===== src/rtl/up_agg_pkg.sv =====
// ---------------------------------------------------------------------------
// up_agg_pkg
// Shared definitions for the up-bus channel aggregator:
//   - wd_state_t             : request watchdog state (IDLE, WAIT)
//   - DEFAULT_TIMEOUT_RDATA  : read data returned when a read times out
//   - clog2()                : ceiling log2, sizes the watchdog counter
// ---------------------------------------------------------------------------
package up_agg_pkg;

    typedef enum logic {
        IDLE = 1'b0,
        WAIT = 1'b1
    } wd_state_t;

    localparam logic [31:0] DEFAULT_TIMEOUT_RDATA = 32'hDEAD_DEAD;

    // Ceiling log2; a counter of this width holds 0..value-1.
    function automatic int clog2(input int value);
        int res;
        int v;
        res = 0;
        v   = value - 1;
        while (v > 0) begin
            res = res + 1;
            v   = v >> 1;
        end
        return res;
    endfunction

endpackage


===== src/rtl/up_ack_watchdog.sv =====
// ---------------------------------------------------------------------------
// up_ack_watchdog
// Tracks one outstanding up-bus request (read or write) and classifies the
// slice acks seen in each cycle. All outputs are combinational events for
// the current cycle; the top level registers them.
// Ports:
//   up_clk, up_rstn : bus clock, asynchronous active-low reset
//   i_req           : request pulse
//   i_ack           : per-slice ack vector
//   o_fwd_ack       : an ack completes the outstanding request this cycle
//   o_timeout       : last waiting cycle passed with no ack
//   o_err_inc       : collision, stray ack or request while waiting
// ---------------------------------------------------------------------------
module up_ack_watchdog
    import up_agg_pkg::*;
#(
    parameter int NUM_SLICES     = 3,
    parameter int TIMEOUT_CYCLES = 32
) (
    input  logic                  up_clk,
    input  logic                  up_rstn,
    input  logic                  i_req,
    input  logic [NUM_SLICES-1:0] i_ack,
    output logic                  o_fwd_ack,
    output logic                  o_timeout,
    output logic                  o_err_inc
);

    localparam int                      CW       = clog2(TIMEOUT_CYCLES);
    localparam logic [CW-1:0]           LAST_CNT = CW'(TIMEOUT_CYCLES - 1);
    localparam logic [NUM_SLICES-1:0]   ACK_ONE  = NUM_SLICES'(1);

    wd_state_t     r_state;
    wd_state_t     w_state_nxt;
    logic [CW-1:0] r_cnt;
    logic [CW-1:0] w_cnt_nxt;
    logic          w_any_ack;
    logic          w_multi_ack;

    assign w_any_ack   = |i_ack;
    // Clearing the lowest set bit leaves something only if two or more acks are set.
    assign w_multi_ack = |(i_ack & (i_ack - ACK_ONE));

    // State and wait-counter registers.
    always_ff @(posedge up_clk or negedge up_rstn) begin
        if (!up_rstn) begin
            r_state <= IDLE;
            r_cnt   <= '0;
        end else begin
            r_state <= w_state_nxt;
            r_cnt   <= w_cnt_nxt;
        end
    end

    // Next state, counter and per-cycle event decode.
    always_comb begin
        w_state_nxt = r_state;
        w_cnt_nxt   = r_cnt;
        o_fwd_ack   = 1'b0;
        o_timeout   = 1'b0;
        o_err_inc   = 1'b0;
        case (r_state)
            IDLE: begin
                // Nothing outstanding: any ack is stray or late.
                o_err_inc = w_any_ack;
                if (i_req) begin
                    w_state_nxt = WAIT;
                    w_cnt_nxt   = '0;
                end else begin
                    w_state_nxt = IDLE;
                end
            end
            WAIT: begin
                if (w_any_ack) begin
                    o_fwd_ack = 1'b1;
                    o_err_inc = w_multi_ack;
                    // A request arriving with the ack starts a fresh wait.
                    if (i_req) begin
                        w_state_nxt = WAIT;
                        w_cnt_nxt   = '0;
                    end else begin
                        w_state_nxt = IDLE;
                        w_cnt_nxt   = '0;
                    end
                end else if (i_req) begin
                    // Request while one is still outstanding: restart the wait.
                    o_err_inc   = 1'b1;
                    w_state_nxt = WAIT;
                    w_cnt_nxt   = '0;
                end else if (r_cnt == LAST_CNT) begin
                    o_timeout   = 1'b1;
                    w_state_nxt = IDLE;
                    w_cnt_nxt   = '0;
                end else begin
                    w_state_nxt = WAIT;
                    w_cnt_nxt   = r_cnt + CW'(1);
                end
            end
            default: begin
                w_state_nxt = IDLE;
                w_cnt_nxt   = '0;
            end
        endcase
    end

endmodule


===== src/rtl/up_adc_chan_aggregator.sv =====
// ---------------------------------------------------------------------------
// up_adc_chan_aggregator
// Merges the up-bus responses of NUM_SLICES register slices into one
// registered response, ORs per-channel status for the common block and
// answers requests that no slice acknowledges.
// Ports:
//   up_clk, up_rstn          : bus clock, asynchronous active-low reset
//   up_wreq, up_rreq         : request pulses (observed only)
//   up_wack_s, up_rack_s     : per-slice write / read acks
//   up_rdata_s               : per-slice read data, slice i at [32i+31:32i]
//   up_pn_err_s, up_pn_oos_s,
//   up_or_s                  : per-channel status (NUM_SLICES-1 channels)
//   up_wack, up_rack,
//   up_rdata                 : aggregated response
//   up_status_*              : registered OR of channel status
//   up_rd_timeout,
//   up_wr_timeout            : one-cycle pulse when the watchdog answers
//   up_err_count             : saturating error count, cleared by reset only
// A single-slice build keeps one status bit per port; tie it to 0.
// ---------------------------------------------------------------------------
module up_adc_chan_aggregator
    import up_agg_pkg::*;
#(
    parameter int          NUM_SLICES     = 3,
    parameter int          TIMEOUT_CYCLES = 32,
    parameter logic [31:0] TIMEOUT_RDATA  = DEFAULT_TIMEOUT_RDATA
) (
    input  logic                                             up_clk,
    input  logic                                             up_rstn,
    input  logic                                             up_wreq,
    input  logic                                             up_rreq,
    input  logic [NUM_SLICES-1:0]                            up_wack_s,
    input  logic [NUM_SLICES-1:0]                            up_rack_s,
    input  logic [32*NUM_SLICES-1:0]                         up_rdata_s,
    input  logic [((NUM_SLICES > 1) ? NUM_SLICES-2 : 0):0]   up_pn_err_s,
    input  logic [((NUM_SLICES > 1) ? NUM_SLICES-2 : 0):0]   up_pn_oos_s,
    input  logic [((NUM_SLICES > 1) ? NUM_SLICES-2 : 0):0]   up_or_s,
    output logic                                             up_wack,
    output logic                                             up_rack,
    output logic [31:0]                                      up_rdata,
    output logic                                             up_status_pn_err,
    output logic                                             up_status_pn_oos,
    output logic                                             up_status_or,
    output logic                                             up_rd_timeout,
    output logic                                             up_wr_timeout,
    output logic [7:0]                                       up_err_count
);

    logic        w_rd_fwd;
    logic        w_rd_to;
    logic        w_rd_err;
    logic        w_wr_fwd;
    logic        w_wr_to;
    logic        w_wr_err;
    logic [31:0] w_rdata_or;
    logic [31:0] w_rdata_nxt;
    logic [8:0]  w_err_sum;
    logic [7:0]  w_err_nxt;

    logic        r_rack;
    logic        r_wack;
    logic [31:0] r_rdata;
    logic        r_rd_to;
    logic        r_wr_to;
    logic        r_pn_err;
    logic        r_pn_oos;
    logic        r_or;
    logic [7:0]  r_err_count;

    up_ack_watchdog #(
        .NUM_SLICES     (NUM_SLICES),
        .TIMEOUT_CYCLES (TIMEOUT_CYCLES)
    ) u_rd_wd (
        .up_clk    (up_clk),
        .up_rstn   (up_rstn),
        .i_req     (up_rreq),
        .i_ack     (up_rack_s),
        .o_fwd_ack (w_rd_fwd),
        .o_timeout (w_rd_to),
        .o_err_inc (w_rd_err)
    );

    up_ack_watchdog #(
        .NUM_SLICES     (NUM_SLICES),
        .TIMEOUT_CYCLES (TIMEOUT_CYCLES)
    ) u_wr_wd (
        .up_clk    (up_clk),
        .up_rstn   (up_rstn),
        .i_req     (up_wreq),
        .i_ack     (up_wack_s),
        .o_fwd_ack (w_wr_fwd),
        .o_timeout (w_wr_to),
        .o_err_inc (w_wr_err)
    );

    // OR of all slice read data; idle slices drive zero.
    always_comb begin
        w_rdata_or = 32'h0000_0000;
        for (int i = 0; i < NUM_SLICES; i++) begin
            w_rdata_or = w_rdata_or | up_rdata_s[32*i +: 32];
        end
    end

    // Read data only leaves the block together with a read ack, so stray
    // acks cannot leak their data onto the bus.
    always_comb begin
        if (w_rd_fwd) begin
            w_rdata_nxt = w_rdata_or;
        end else if (w_rd_to) begin
            w_rdata_nxt = TIMEOUT_RDATA;
        end else begin
            w_rdata_nxt = 32'h0000_0000;
        end
    end

    // Saturating add of up to two error events per cycle.
    always_comb begin
        w_err_sum = {1'b0, r_err_count} + {8'h00, w_rd_err} + {8'h00, w_wr_err};
        if (w_err_sum[8]) begin
            w_err_nxt = 8'hFF;
        end else begin
            w_err_nxt = w_err_sum[7:0];
        end
    end

    // Registered response, status and error counter.
    always_ff @(posedge up_clk or negedge up_rstn) begin
        if (!up_rstn) begin
            r_rack      <= 1'b0;
            r_wack      <= 1'b0;
            r_rdata     <= 32'h0000_0000;
            r_rd_to     <= 1'b0;
            r_wr_to     <= 1'b0;
            r_pn_err    <= 1'b0;
            r_pn_oos    <= 1'b0;
            r_or        <= 1'b0;
            r_err_count <= 8'h00;
        end else begin
            r_rack      <= w_rd_fwd | w_rd_to;
            r_wack      <= w_wr_fwd | w_wr_to;
            r_rdata     <= w_rdata_nxt;
            r_rd_to     <= w_rd_to;
            r_wr_to     <= w_wr_to;
            r_pn_err    <= |up_pn_err_s;
            r_pn_oos    <= |up_pn_oos_s;
            r_or        <= |up_or_s;
            r_err_count <= w_err_nxt;
        end
    end

    assign up_rack          = r_rack;
    assign up_wack          = r_wack;
    assign up_rdata         = r_rdata;
    assign up_rd_timeout    = r_rd_to;
    assign up_wr_timeout    = r_wr_to;
    assign up_status_pn_err = r_pn_err;
    assign up_status_pn_oos = r_pn_oos;
    assign up_status_or     = r_or;
    assign up_err_count     = r_err_count;

endmodule


===== config.mk =====
export PLATFORM = sky130hd
export DESIGN_NAME = up_adc_chan_aggregator
export DESIGN_NICKNAME = d
export VERILOG_FILES = /design/src/rtl/up_agg_pkg.sv /design/src/rtl/up_ack_watchdog.sv /design/src/rtl/up_adc_chan_aggregator.sv
export SDC_FILE = /design/constraint.sdc
export NUM_CORES = 1
export LEC_CHECK = 0
export CORE_MARGIN = 2
export CORE_UTILIZATION = 40
export CTS_CLUSTER_DIAMETER = 30
export DETAILED_ROUTE_END_ITERATION = 8
export PLACE_DENSITY = 0.87
export SLEW_MARGIN = 30
export SYNTH_ARGS = -nofsm -noshare
export SYNTH_HDL_FRONTEND = slang
export SYNTH_SLANG_ARGS = --single-unit

===== constraint.sdc =====
create_clock -name up_clk -period 6.1 [get_ports up_clk]
set_clock_uncertainty 0.2 [all_clocks]
set_input_delay 1.22 -clock up_clk [delete_from_list [all_inputs] [get_ports up_clk]]
set_output_delay 1.22 -clock up_clk [all_outputs]
set_load 0.01 [all_outputs]

==> results.cfg, run 1 <==
[status]
run_status = completed

[drt]
dr.pass1.iters = 4
route.detailed.wl_per_inst_um = 14.7
remaining_drc_errors = 0
route.antenna.remaining_nets = 0
routed-via-count = 2379
avgViaCountPerCell = 5.04
initialDrtViolationCount = 123
routed_wl_um = 6960

[pwr]
peakVddDrop_uv = 186
power_density_nw_per_um2 = 259
leakage_nw = 1.80

[setup_path]
worst-setup-path-type = input port to register
timing.critical_path.from_type = input port
path_cells = clkdlybuf4s50_1 -> a211oi_1 -> a211oi_1 -> a21oi_1 -> fa_1 -> inv_1 -> ha_1 -> nand2_1 -> nor3b_1 -> a21oi_1
timing.critical_path.slowest_stage_cell = sky130_fd_sc_hd__clkdlybuf4s50_1
cp.buffers_inverters = 2
worst_path_dominant_cell_family = buffers and inverters
worst_setup_path_end_kind = register
worstPathArrival_ns = 3.49
worst-r2r-setup-slack_ns = 3.52
crit_path_max_fanout = 10
cp_slowest_stage_delay_ns = 0.63
r2r-start = u_rd_wd.r_state$_DFF_PN0_
critical_path_required_ns = 6.10
rr_endpoint = up_err_count[5]$_DFF_PN0_
rr_worst_depth = 8

[clock_network]
cts_made_buffers = 9
cts_tree = built
cts.sink_count = 59
cts-resized-gates = 0
clkTransAtPathRegs_ns = 0.06
cell_at_the_root_of_the_clock_tree = sky130_fd_sc_hd__clkbuf_8
worst_skew_pair.late_latency_ns = 0.33
clk_path_buf_depth = 2
cts_htree_levels = 3
post_cts_hold_buffer_count = 0
cts_setup_buffers = 0

[placement]
place_congestion = 0.846
io_buffer_count = 158
place.detailed.hpwl_um = 5470

[synthesis]
ys_ff_latch = 59
synth_sequential_area_ratio_pct = 57.8
syn_area_um2 = 2560
synthesis.yosys.warnings = 0
cell_type_contributing_the_most_total_cell_area_after_synthesis = sky130_fd_sc_hd__dfrtp_1
area_share_of_the_leading_cell_type_in_the_synthesized_netlist_pct = 57.8
average_size_of_a_mapped_cell_um2 = 11.2
yosys-top-cells-area = sky130_fd_sc_hd__dfrtp_1, sky130_fd_sc_hd__nor3_1, sky130_fd_sc_hd__o21ai_2, sky130_fd_sc_hd__ha_1, sky130_fd_sc_hd__nor2_1
syn_nets = 346
number_of_cells_produced_by_synthesis = 228
yosysUniqueCellTypes = 37

[die]
core_region_area_um2 = 6280
fp-row-count = 29
die_h_um = 83.9
die_width_um = 83.9
die_area_um2 = 7050
start_util_pct = 40.7
floorplan.io_pins = 159

[run]
drv_cap = 0

[layout]
finalNetCount = 508
layout_fillers = 462
register_area_um2 = 1480
layout-drive-gt1-share_pct = 11.6
commonest_non_fill_non_tap_cell_in_the_layout = sky130_fd_sc_hd__clkdlybuf4s50_1
multiInputGateArea_um2 = 1010
highest_count_cells_in_the_layout_ignoring_fill_and_taps = sky130_fd_sc_hd__clkdlybuf4s50_1, sky130_fd_sc_hd__dfrtp_1, sky130_fd_sc_hd__nor3_1
antenna-diode-count = 0
syn_to_final_growth_pct = 71.5
final_core_utilization_pct = 69.8

[min_path]
timing.hold.worst.class = register to register
hold-path-cell-count = 1
whs_endpoint = u_wr_wd.r_cnt[1]$_DFFE_PN0P_
worst_hold_startpoint = u_wr_wd.r_cnt[1]$_DFFE_PN0P_

[timing]
maxSlewViolCount = 0
setup_repair_after_global_routing_missed_its_margin = false
hold_violations = 0
fin_crit_sh_pct = 57.2
setup_total_negative_slack_ns = 0
max_freq_ghz = 0.287
timing.max_slew.rel_slack_pct = 40.7
tightestPinTransition_ns = 0.890
timing.final.setup_violations = 0
finalCriticalPeriod_ns = 3.49

[global_route]
grt_pass1_vias = 2437
grt_first_pass_wirelength_um = 11400
antenna_violations_before_repair = 0
grt_max_degree = 60
globalRoute.totalOverflow = 0
grt_use_total_pct = 20.9
Yosys cell counts (all sizes together):
master,n
a211oi,4
a21boi,4
a21oi,9
a22o,3
a311oi,1
and2,2
and3,2
buf,4
clkbuf,4
dfrtp,59
fa,1
ha,5
inv,6
mux2,3
nand2,8
nand2b,9
nand3,5
nand3b,2
nand4,2
nor2,16
nor2b,1
nor3,35
nor3b,1
nor4,1
o21ai,24
o21bai,1
o32ai,3
or2,3
or3,4
or3b,2
xnor2,1
xor2,3
report_power, final:
group / switching [mW] / internal [mW]
clock network: 0.144 / 0.197
logic: 0.122 / 0.188
registers: 0.0447 / 0.438
total: 0.311 / 0.824
layer usage:
metal | up-vias | share of wire, % | GRT usage (%)
li1 | 1143 | - | -
met1 | 1132 | 37 | 23.3
met2 | 98 | 55 | 38.0
met3 | 6 | 6.7 | 6.82
met4 | 0 | 0.92 | 5.87
met5 | - | 0 | 0
worst max-delay path by stage:
stage	startpoint	end	slack, ns	depth (start not counted)
after floorplan	up_rreq	up_err_count[5]$_DFF_PN0_	2.97	8
after global placement	up_rack_s[0]	up_err_count[5]$_DFF_PN0_	2.40	9
after detailed placement	up_wack_s[0]	up_err_count[5]$_DFF_PN0_	2.32	9
after CTS	up_wack_s[0]	up_err_count[5]$_DFF_PN0_	2.66	9
after global routing	up_rreq	up_err_count[2]$_DFF_PN0_	2.44	10
final	up_rreq	up_err_count[6]$_DFF_PN0_	2.61	10
state kept, by name, summed over array words and instances, names as in the netlist:
| signal | cells |
|---|---|
| up_status_or | 1 |
| u_rd_wd.r_state | 1 |
| u_rd_wd.r_cnt | 5 |
| u_wr_wd.r_cnt | 5 |
| up_wr_timeout | 1 |
| up_err_count | 8 |
| up_wack | 1 |
| u_wr_wd.r_state | 1 |
| up_rd_timeout | 1 |
| up_status_pn_err | 1 |
| up_status_pn_oos | 1 |
| up_rack | 1 |
| up_rdata | 32 |
stage by stage:
step / power, mW / cell area (um2) / setup WS (ns) / hold slack (ns) / instances
3_3_place_gp: 0.786 / 4190 / 2.40 / 0.315 / 456
2_1_floorplan: 0.595 / 2560 / 2.97 / 0.292 / 228
3_5_place_dp: 0.800 / 4190 / 2.32 / 0.314 / 456
5_1_grt: 1.20 / 4380 / 2.44 / 0.349 / 472
4_1_cts: 1.15 / 4380 / 2.66 / 0.334 / 472
6_report: 1.13 / 4380 / 2.61 / 0.330 / 472
layout make-up:
| cell class | instances | area share, % |
|---|---|---|
| repair buffers | 159 | 36.1 |
| clock inverters | 5 | 1.20 |
| multi-input cells | 155 | 23.1 |
| well taps | 77 | 2.20 |
| flip-flops and latches | 59 | 33.7 |
| clock buffers | 11 | 3.22 |
| inverters | 6 | 0.514 |
cell families after synthesis:
kind of cell,after synthesis,synth area share [%]
and+or+nand+nor,93,19.2
xor gates and xnor gates,4,1.37
muxes,3,1.32
DFF,59,57.8
adders and majority gates,6,3.23
AOI/OAI and AO/OA,49,14.3
buffers and inverters,14,2.79
(Power assumes the default switching activity.)
==> run 2: changes to the inputs <==
--- a/config.mk
+++ b/config.mk
@@ -6,10 +6,10 @@
 export NUM_CORES = 1
 export LEC_CHECK = 0
 export CORE_MARGIN = 2
-export CORE_UTILIZATION = 40
+export CORE_UTILIZATION = 33
 export CTS_CLUSTER_DIAMETER = 30
 export DETAILED_ROUTE_END_ITERATION = 8
-export PLACE_DENSITY = 0.87
+export PLACE_DENSITY = 0.77
 export SLEW_MARGIN = 30
 export SYNTH_ARGS = -nofsm -noshare
 export SYNTH_HDL_FRONTEND = slang
==> constraint.sdc (replaced) <==
create_clock -name up_clk -period 3 [get_ports up_clk]
set_clock_uncertainty 0.2 [all_clocks]
set_input_delay 0.6 -clock up_clk [delete_from_list [all_inputs] [get_ports up_clk]]
set_output_delay 0.6 -clock up_clk [all_outputs]
set_load 0.01 [all_outputs]
==> run 2 against run 1 <==
Global-route usage shrank 3.8 points; register-to-register slack got worse by 3.2 ns; die area increased by 20%; count of clock-buffer cells in the layout up 2; power rose by 110%; worst hold slack worse by 0.13 ns; clock power increased by 110%; routed wire length shrank 1.8%; flip-flop and latch count is the same; non-clock buffer count increased by 8; core utilization decreased by 11 points; critical path type unchanged.
==> results.cfg, run 2 (same netlist as run 1, synthesis figures left out) <==
[layout]
largest_register_ff_count = 32
finalNonFillerCells = 504
commonest_non_fill_non_tap_cell_in_the_layout = sky130_fd_sc_hd__clkdlybuf4s50_1
layout_fillers = 643
final_core_utilization_pct = 59.2
finalNetCount = 516
antenna-diode-count = 0
highest_count_cells_in_the_layout_ignoring_fill_and_taps = sky130_fd_sc_hd__clkdlybuf4s50_1, sky130_fd_sc_hd__dfrtp_1, sky130_fd_sc_hd__nor3_1
layout-drive-gt1-share_pct = 12.9
syn_to_final_growth_pct = 76.1

[placement]
pre_cts_ws_ns = -0.179
numPlacedInstances = 489
place.detailed.hpwl_um = 5400
place_congestion = 0.768
io_buffer_count = 158

[timing]
timing.final.setup_violations = 0
timing.max_slew.rel_slack_pct = 51.2
hold_violations = 0
max_freq_ghz = 0.351
tightestPinTransition_ns = 0.732
setup_repair_after_global_routing_missed_its_margin = false
finalCriticalPeriod_ns = 2.85
maxSlewViolCount = 0
finalWorstSetupSlack_ns = 0.155
setup_total_negative_slack_ns = 0
fin_crit_sh_pct = 94.8

[status]
run_status = completed

[setup_path]
worst_path_dominant_cell_family = simple AND/OR/NAND/NOR gates
path_cells = clkdlybuf4s50_1 -> or3b_1 -> a21oi_1 -> fa_1 -> inv_1 -> ha_1 -> nand2_1 -> o21ai_0 -> mux2_2
critical_path_required_ns = 3.01
cp.buffers_inverters = 2
r2r-start = u_rd_wd.r_state$_DFF_PN0_
crit_path_max_fanout = 5
cp_slowest_stage_delay_ns = 0.49
worst-r2r-setup-slack_ns = 0.36
worstPathArrival_ns = 2.86
worst-setup-path-type = input port to register
worst_setup_path_end_kind = register
timing.critical_path.from_type = input port
timing.critical_path.slowest_stage_cell = sky130_fd_sc_hd__clkdlybuf4s50_1
rr_endpoint = up_err_count[5]$_DFF_PN0_
rr_worst_depth = 8

[die]
core_region_area_um2 = 7610
start_util_pct = 33.6
die_width_um = 92.0
floorplan.io_pins = 159
die_h_um = 92.0
die_area_um2 = 8470
fp-row-count = 32

[drt]
routed_wl_um = 6840
initialDrtViolationCount = 24
remaining_drc_errors = 0
route.antenna.remaining_nets = 0
dr.pass1.iters = 4
route.detailed.wl_per_inst_um = 13.6
routed-via-count = 2376
avgViaCountPerCell = 4.71

[clock_network]
cts_tree = built
cts_htree_levels = 3
clk_path_buf_depth = 2
cts_made_buffers = 9
clkTransAtPathRegs_ns = 0.06
cts-resized-gates = 0
cts_setup_buffers = 0
cell_at_the_root_of_the_clock_tree = sky130_fd_sc_hd__clkbuf_8
worst_skew_pair.late_latency_ns = 0.33
cts.sink_count = 59
post_cts_hold_buffer_count = 0

[pwr]
fin_total_pwr_mw = 2.34
peakVddDrop_uv = 260
leakage_nw = 1.85
power_density_nw_per_um2 = 519

[run]
drv_cap = 0

[min_path]
timing.hold.worst.class = input port to async pin

[global_route]
antenna_violations_before_repair = 0
grt_pass1_vias = 2406
grt_first_pass_wirelength_um = 11100
globalRoute.totalOverflow = 0
grt_max_degree = 60
grt_use_total_pct = 17.1
## run 2: cell count changes in the layout (fill, tap and decap cells not counted), sizes merged
| cell | delta |
|---|---|
| buf | +8 |
| clkbuf | +2 |
| clkinv | -2 |
| clkinvlp | -1 |
## run 2: power breakdown
part / leakage, nW / total [mW] / internal (mW) / switching (mW)
sequential: 0.727 / 0.976 / 0.891 / 0.0849
combinational: 1.02 / 0.646 / 0.400 / 0.246
clock: 0.0995 / 0.716 / 0.424 / 0.292
## run 2: worst max path at each step
stage / from / to / cells past startpoint
after floorplan: up_rreq / up_err_count[5]$_DFF_PN0_ / 8
after global placement: up_rack_s[0] / up_err_count[5]$_DFF_PN0_ / 9
after detailed placement: up_rack_s[0] / up_err_count[5]$_DFF_PN0_ / 9
after CTS: up_rack_s[0] / up_err_count[5]$_DFF_PN0_ / 9
after global routing: up_rack_s[0] / up_err_count[2]$_DFF_PN0_ / 10
final: up_rack_s[0] / up_err_count[5]$_DFF_PN0_ / 9
## run 2: cell type report
type / count / area, um2 / area share [%]
clock buffers: 13 / 159 / 3.53
clock inverters: 2 / 35.0 / 0.778
inverters: 6 / 22.5 / 0.500
multi-input cells: 155 / 1010 / 22.5
flip-flops and latches: 59 / 1480 / 32.8
well taps: 102 / 128 / 2.84
repair buffers: 167 / 1670 / 37.1
## run 2: per-stage QoR
stage          instance area, um2  hold slack, ns
2_1_floorplan                2560           0.104
3_3_place_gp                 4310           0.315
3_5_place_dp                 4310           0.324
4_1_cts                      4500           0.232
5_1_grt                      4500           0.271
6_report                     4500           0.202
## run 2: worst register-to-register path: cells and delay by family, from the launching register on
kind            cells  cell delay, ns
fa+ha+maj           2            0.45
flops               1            0.57
mux                 1            0.27
buf+inv             1            0.06
simple gates        2            0.55
compound gates      2            0.41
## run 2: per-layer routing
layer  vias to the layer above  share of wire (%)  global-route usage, %  wire length (um)
met5                         -                  0                      0                 0
met4                         0                2.0                   7.84               138
met3                        11                8.2                   5.34               559
met2                        90                 51                   29.3              3480
met1                      1119                 39                   19.5              2650
li1                       1156                  -                      -                 -
